`src/rtl/shift_seq_ctrl.sv`:
```
// rtl/shift_seq_ctrl.sv - command sequencer for the 8-bit shifter datapath
//
// Accepts one command (load value, direction, total shift amount), loads the
// shifter register, then walks it in steps of at most 3 bits per cycle until
// the total is reached. The final register value is captured into result and
// announced with a one-cycle done pulse.
//
// Ports:
//   clk       in   1      clock, rising edge
//   reset_n   in   1      asynchronous reset, active low
//   start     in   1      command strobe, sampled only in IDLE
//   abort     in   1      cancel the command in flight (LOAD/SHIFT only)
//   cmd_op    in   2      00 load-only, 01 LSL, 10 LSR, 11 ASR
//   cmd_amt   in   AMT_W  total shift amount
//   cmd_data  in   8      value to load
//   sh_op     out  3      000 NOP(clear), 001 LOAD, 010 LSL, 011 LSR, 100 ASR
//   sh_shamt  out  2      per-step shift amount
//   sh_d_in   out  8      shifter load data
//   sh_d_out  in   8      current shifter register value
//   busy      out  1      high whenever not IDLE
//   done      out  1      one-cycle pulse in the DONE state
//   result    out  8      final value, held until the next done

module shift_seq_ctrl #(
  parameter int AMT_W = 5,
  parameter bit CLAMP = 1'b1
) (
  input  logic             clk,
  input  logic             reset_n,
  input  logic             start,
  input  logic             abort,
  input  logic [1:0]       cmd_op,
  input  logic [AMT_W-1:0] cmd_amt,
  input  logic [7:0]       cmd_data,
  output logic [2:0]       sh_op,
  output logic [1:0]       sh_shamt,
  output logic [7:0]       sh_d_in,
  input  logic [7:0]       sh_d_out,
  output logic             busy,
  output logic             done,
  output logic [7:0]       result
);

  localparam logic [2:0] OP_NOP  = 3'b000;
  localparam logic [2:0] OP_LOAD = 3'b001;
  localparam logic [2:0] OP_LSL  = 3'b010;
  localparam logic [2:0] OP_LSR  = 3'b011;
  localparam logic [2:0] OP_ASR  = 3'b100;

  typedef enum logic [1:0] {
    S_IDLE,
    S_LOAD,
    S_SHIFT,
    S_DONE
  } state_t;

  state_t           state;
  state_t           state_nx;
  logic [1:0]       op_q;
  logic [7:0]       data_q;
  logic [AMT_W-1:0] rem;
  logic [AMT_W-1:0] eff_amt;
  logic [AMT_W-1:0] rem_after;
  logic [1:0]       step;
  logic [2:0]       op_moore;
  logic             accept;

  // Any shift of 8 or more leaves the same value as a shift of exactly 8,
  // so clamping only shortens the sequence.
  always_comb begin
    eff_amt = cmd_amt;
    if (CLAMP && (int'(cmd_amt) > 8)) begin
      eff_amt = AMT_W'(8);
    end
  end

  // Step never exceeds rem, so rem cannot wrap below zero.
  assign step      = (rem >= AMT_W'(3)) ? 2'd3 : rem[1:0];
  assign rem_after = rem - AMT_W'(step);
  assign accept    = (state == S_IDLE) && start && !abort;

  always_ff @(posedge clk or negedge reset_n) begin
    if (!reset_n) begin
      state  <= S_IDLE;
      rem    <= '0;
      op_q   <= 2'b00;
      data_q <= 8'h00;
      result <= 8'h00;
    end else begin
      state <= state_nx;
      if (accept) begin
        op_q   <= cmd_op;
        data_q <= cmd_data;
        rem    <= eff_amt;
      end
      if (state == S_SHIFT) begin
        rem <= rem_after;
      end
      // The last shift lands on the edge entering DONE, so sh_d_out is final here.
      if (state == S_DONE) begin
        result <= sh_d_out;
      end
    end
  end

  always_comb begin
    state_nx = state;
    op_moore = OP_LSL;
    sh_shamt = 2'd0;
    sh_d_in  = 8'h00;
    busy     = (state != S_IDLE);
    done     = 1'b0;
    unique case (state)
      S_IDLE: begin
        if (accept) begin
          state_nx = S_LOAD;
        end
      end
      S_LOAD: begin
        op_moore = OP_LOAD;
        sh_d_in  = data_q;
        if (abort) begin
          state_nx = S_IDLE;
        end else if ((rem == '0) || (op_q == 2'b00)) begin
          state_nx = S_DONE;
        end else begin
          state_nx = S_SHIFT;
        end
      end
      S_SHIFT: begin
        unique case (op_q)
          2'b01:   op_moore = OP_LSL;
          2'b10:   op_moore = OP_LSR;
          default: op_moore = OP_ASR;
        endcase
        sh_shamt = step;
        if (abort) begin
          state_nx = S_IDLE;
        end else if (rem_after == '0) begin
          state_nx = S_DONE;
        end
      end
      S_DONE: begin
        done     = 1'b1;
        state_nx = S_IDLE;
      end
      default: begin
        state_nx = S_IDLE;
      end
    endcase
  end

  // NOP clears the shifter, so it is shown only while reset is actually held.
  assign sh_op = reset_n ? op_moore : OP_NOP;

endmodule

```
`config.mk`:
```
export PLATFORM = sky130hd
export DESIGN_NAME = shift_seq_ctrl
export DESIGN_NICKNAME = d
export VERILOG_FILES = /design/src/rtl/shift_seq_ctrl.sv
export SDC_FILE = /design/constraint.sdc
export NUM_CORES = 1
export LEC_CHECK = 0
export ABC_AREA = 1
export BUFFER_PORTS_ARGS = -buffer_cell sky130_fd_sc_hd__buf_2
export CAP_MARGIN = 20
export CORE_ASPECT_RATIO = 1.5
export CORE_MARGIN = 5
export CORE_UTILIZATION = 44
export CTS_BUF_LIST = sky130_fd_sc_hd__clkbuf_4 sky130_fd_sc_hd__clkbuf_8 sky130_fd_sc_hd__clkbuf_16
export DETAILED_ROUTE_END_ITERATION = 10
export PLACE_DENSITY = 0.84
export SLEW_MARGIN = 10
export SYNTH_ARGS = -nofsm -noshare
export SYNTH_HDL_FRONTEND = slang
export SYNTH_SLANG_ARGS = --single-unit
```
`constraint.sdc`:
```
create_clock -name clk -period 1.8 [get_ports clk]
set_clock_uncertainty 0.2 [all_clocks]
set_input_delay 0.18 -clock clk [delete_from_list [all_inputs] [get_ports clk]]
set_output_delay 0.18 -clock clk [all_outputs]
set_load 0.05 [all_outputs]
```
* Yosys cells after proc, flatten, opt, wreduce, memory -nomap -nowiden
Index checks and enable logic that the tools add are counted.
Word-level totals: bits in registers 25
Cells by class: $add $sub $neg 1, $lt $le $gt $ge 2, eq/ne operators 7, muxes and demuxes 16, reductions and logical operators 11
Operator list (count):
- 2-to-1 mux 5 bit | 3
- 2-to-1 mux 2 bit | 6
- case mux 3 bit (2 select lines) | 2
- zero test 5 bit | 2
- 2-to-1 mux 8 bit | 1
- case mux 2 bit (4 select lines) | 1
- equality test 2 bit (second input constant) | 3
- greater-or-equal comparator 5 x 2 -> 1 bit (second input constant) | 1
- > comparator 5 x 4 -> 1 bit (second input constant) | 1
- subtractor 5 x 2 -> 5 bit | 1
- equality test 2 x 1 -> 1 bit (second input constant) | 2
- zero test 2 bit | 2
- nonzero test 2 bit | 2
- 2-to-1 mux 3 bit | 1
- inequality test 3 x 2 -> 1 bit (second input constant) | 1
- logical AND 1 bit | 2
- 2-to-1 mux 1 bit | 2
- inequality test 2 bit (second input constant) | 1
- AND reduction 2 bit | 1
- zero test 1 bit | 1
- logical OR 1 bit | 1

* Depth between registers and ports, before layout
word-level depth 7, gate-level depth with buffers 14

* Worst setup path before layout
Ideal clock, no wire load.
kind register -> output, start point reg state[0], end point out sh_op[2], arrival time 2.499 ns, required time 1.420 ns, path slack -1.079 ns, stages on the path, launching flop included 6, buffers on the path 1, cell sequence dfrtp_1 inv_1 ha_1 inv_2 buf_2 nor4_1
On the way: cells in the longest elaborated chain, start to end 3, elaborated cells on any way between the ends 4, classes of those cells eq/ne: 2; mux: 2
RTL lines:
- start, declared | RTL line 57 | state_t state;
- start signal, assigned | RTL line 90 | state <= state_nx;
- equality test 2 bit / equality test 2 x 1 -> 1 bit (equally long branches) | RTL line 113 | unique case (state)
- case mux 3 bit (2 select lines) (*) | RTL line 113
- 2-to-1 mux 3 bit (*) | RTL line 154 | assign sh_op = reset_n ? op_moore : OP_NOP;
- end, declared | RTL line 35 | output logic [2:0] sh_op,
Mark *: on every way between the ends. The rest lies on a longest branch, timed or not.

* Worst setup path in the final report
start point reg rem[3], end point reg state[0]
On the way: cells in the longest elaborated chain, start to end 6, elaborated cells on any way between the ends 11, classes of those cells add/sub: 1; order compare: 1; eq/ne: 1; mux: 4; reduce/logical: 4
RTL lines:
- start, declared | RTL line 61 | logic [AMT_W-1:0] rem;
- start signal, assigned | RTL line 94 | rem <= eff_amt;
- start signal, assigned | RTL line 97 | rem <= rem_after;
- greater-or-equal comparator 5 x 2 -> 1 bit | RTL line 78 | assign step = (rem >= AMT_W'(3)) ? 2'd3 : rem[1:0];
- 2-to-1 mux 2 bit | RTL line 78
- subtractor 5 x 2 -> 5 bit | RTL line 79 | assign rem_after = rem - AMT_W'(step);
- zero test 5 bit | RTL line 139 | end else if (rem_after == '0) begin
- inequality test 3 x 2 -> 1 bit (no source line)
- AND reduction 2 bit (no source line)
Parallel ways exist; a longest one is shown, timed or not. A chain may end at the register's enable or synchronous reset.

==> out/metrics.cfg <==
[outcome]
status = complete, but fails checks
violations = setup timing

[synthesis]
synth_top_area_share_pct = 44.5
netlist_instances = 175
netlist_area_sq_um = 1410
yosys_warnings = 0
yosysTopAreaCell = dfrtp_1
synth-async-reset-ratio_pct = 100
ys_seq_area_share_pct = 44.5
ys.flop_type = dfrtp_1
ys_ff_latch = 25
synth_edf_count = 0
synth.distinct_cells = 25
synth_nets = 210
yosys-top-cells-area = dfrtp_1, nand2_1, inv_1
avgSynthCellArea_sq_um = 8.04

[worst_setup_path]
path_common_cell = nand2_2
cp_slowest_stage_delay_ps = 450
critPathBufInv = 2
path_cells = nor3_2 -> inv_1 -> nand2_2 -> ha_4 -> inv_2 -> nand3_2 -> nor2_2 -> nand3_2 -> nand2_2 -> nand2_2 -> nand2_2 -> nand2_2
critPathLaunchType = flip-flop
cp_slowest_cell = dfrtp_2
cp_data_arrival_time_ps = 1950
rrSetupSlack_ps = -180
cp.required_ps = 1770
path_delay_family = simple AND/OR/NAND/NOR gates
timing.rr.end = state[0]$_DFFE_PN0P_
reg2reg_from = rem[3]$_DFFE_PN0P_
worstRegToRegCells = 12
end_kind = flip-flop
worst-path-max-fanout = 3
critPathKind = reg -> reg

[place]
hpwlAfterDp_mm = 2.71
gp_congestion = 0.855
portBuffers = 49

[worst_hold_path]
min_to = rem[2]$_DFFE_PN0P_
min-delay-start = cmd_amt[2]
min_path_type = in -> reg
hold_depth = 3

[clocking]
cts-root-buf = clkbuf_8
clk_transition_reported_paths_ps = 100
cts_tree = built
numCtsBuffers = 3
clock_sinks = 25
cts_buffer_depth = 2
worstSkewPairLatency_ps = 280
htree_levels = 1

[routing]
vias = 1568
first_iter_violations = 63
viasPerCell = 5.14
first_pass_iters = 4
wire_per_inst_um = 17.0
drc = 0
routed_wl_mm = 5.18
antenna_left = 0

[sta]
hold_viol = 0
fin_crit_ps = 1980
worstMarginPinSlew_ps = 275
maxSlewViolCount = 0
fin_crit_sh_pct = 110
worst_slack_ps = -184
tns_ps = -601
max_freq_ghz = 0.504
rsz0062_at_grt = true
setup_viol = 11
relSlewSlack_pct = 81.8

[final_layout]
drive_above_1_share_pct = 52.1
fill_cells = 203
final_common_cell = nand2_1
fin_util_pct = 78.5
antenna_cells = 0
final_cell_mix = nand2_1, buf_2, dfrtp_1
area_growth_pct = 74.6
layout.nets = 301

[floorplanning]
die_h_um = 79.2
rows = 25
start_util_pct = 45.0
die_w_um = 56.2
core_sq_um = 3130
die_area_sq_um = 4450
pin_count = 50

[power_and_ir_drop]
max-vdd-ir-drop_v = 0.00139
p_seq_share_pct = 21.2
clkPwrFrac_pct = 7.0
net-switching-power_w = 0.00268
leakagePower_nw = 1.28
netSwitchingFraction_pct = 52.2
p_per_area_nw_per_um2 = 2090
internal_power_w = 0.00245
combPwrFrac_pct = 71.8

[global_route]
grt_first_pass_wirelength_mm = 7.56
grt_util_all_layers_pct = 21.5
antenna_found_initial = 0
grt_pass1_vias = 1609
grt_max_degree = 16
grt_overflow = 0

[run]
cap_violations = 0

## power by group through the flow
| stage | Clock [W] | Combinational (W) | Sequential [W] |
|---|---|---|---|
| 6_report | 0.000361 | 0.00368 | 0.00109 |
| 5_1_grt | 0.000391 | 0.00390 | 0.00112 |
| 4_1_cts | 0.000347 | 0.00317 | 0.00100 |
| 3_5_place_dp | 0 | 0.00261 | 0.000995 |
| 3_3_place_gp | 0 | 0.00255 | 0.000980 |
| 2_1_floorplan | 0 | 0.00159 | 0.00130 |
## sequential cells by signal, summed over array words and instances (netlist names)
register  count
data_q        8
result        8
rem           5
op_q          2
state         2
## timing repair
| item | 4_1_cts | 5_1_grt |
|---|---|---|
| hold buffers | 21 | 0 |
| setup buffers | 4 | 2 |
| endpoints found under the hold margin | 44 | 0 |
| pin swaps | 11 | 9 |
| endpoints found under the setup margin | 16 | 23 |
| gates resized for setup | 53 | 46 |
## worst min-delay path, stage by stage
cell	delay (ps)
buf_2	90
a31oi_1	70
o21ai_1	130
## layer usage
metal / vias up / routed length [um] / part of all wire [%] / GRT usage (%)
met3: 18 / 206 / 4.0 / 2.28
met4: 0 / 214 / 4.1 / 10.9
met1: 760 / 1790 / 35 / 22.6
met2: 62 / 2960 / 57 / 41.3
li1: 728 / - / - / -
met5: - / 0 / 0 / 0
## worst max path at each step
| stage | from | endpoint | slack, ps | depth (start not counted) |
|---|---|---|---|---|
| final | rem[3]$_DFFE_PN0P_ | state[0]$_DFFE_PN0P_ | -180 | 12 |
| after global routing | rem[3]$_DFFE_PN0P_ | state[0]$_DFFE_PN0P_ | -320 | 12 |
| after CTS | state[0]$_DFFE_PN0P_ | sh_op[1] | -70 | 6 |
| after floorplan | state[0]$_DFFE_PN0P_ | sh_op[2] | -50 | 5 |
| after detailed placement | rem[3]$_DFFE_PN0P_ | state[1]$_DFFE_PN0P_ | -100 | 12 |
| after global placement | rem[3]$_DFFE_PN0P_ | state[1]$_DFFE_PN0P_ | -4 | 12 |
## cell type report
cell class                 instances  area (sq um)  area share (%)
clock inverter                     1          7.51           0.306
tap                               40          50.0            2.04
inverter                          31           124            5.05
multi-input combinational        114           847            34.5
clock buffer                       3          41.3            1.68
sequential                        25           629            25.6
timing repair buffer              91           756            30.8
## cells in the mapped netlist, drive strengths merged, types with 4 or more instances
library cell	number
dfrtp	25
nand2	58
mux2	8
nor2	9
nand3	8
ha	8
buf	4
a21oi	4
o21ai	9
inv	31
## through the flow
step	cell area [sq um]	total power (W)	std cells	hold WS, ps	setup WS (ps)
detailed placement	1840	0.00361	274	-37.5	-103
CTS	2310	0.00452	303	12.1	-66.0
global route	2450	0.00541	305	40.4	-318
floorplan	1450	0.00289	175	-316	-51.0
finish	2450	0.00513	305	31.8	-184
global placement	1840	0.00353	274	-39.9	-3.60
## cells by family after synthesis
family | after synthesis | share of synthesized area, %
buffers and inverters | 36 | 10.1
and+or+nand+nor | 79 | 24.1
AOI/OAI and AO/OA | 19 | 7.74
adders and majority gates | 8 | 7.12
muxes | 8 | 6.41
DFF | 25 | 44.5
Note: power is estimated with default switching activity, not from simulation.
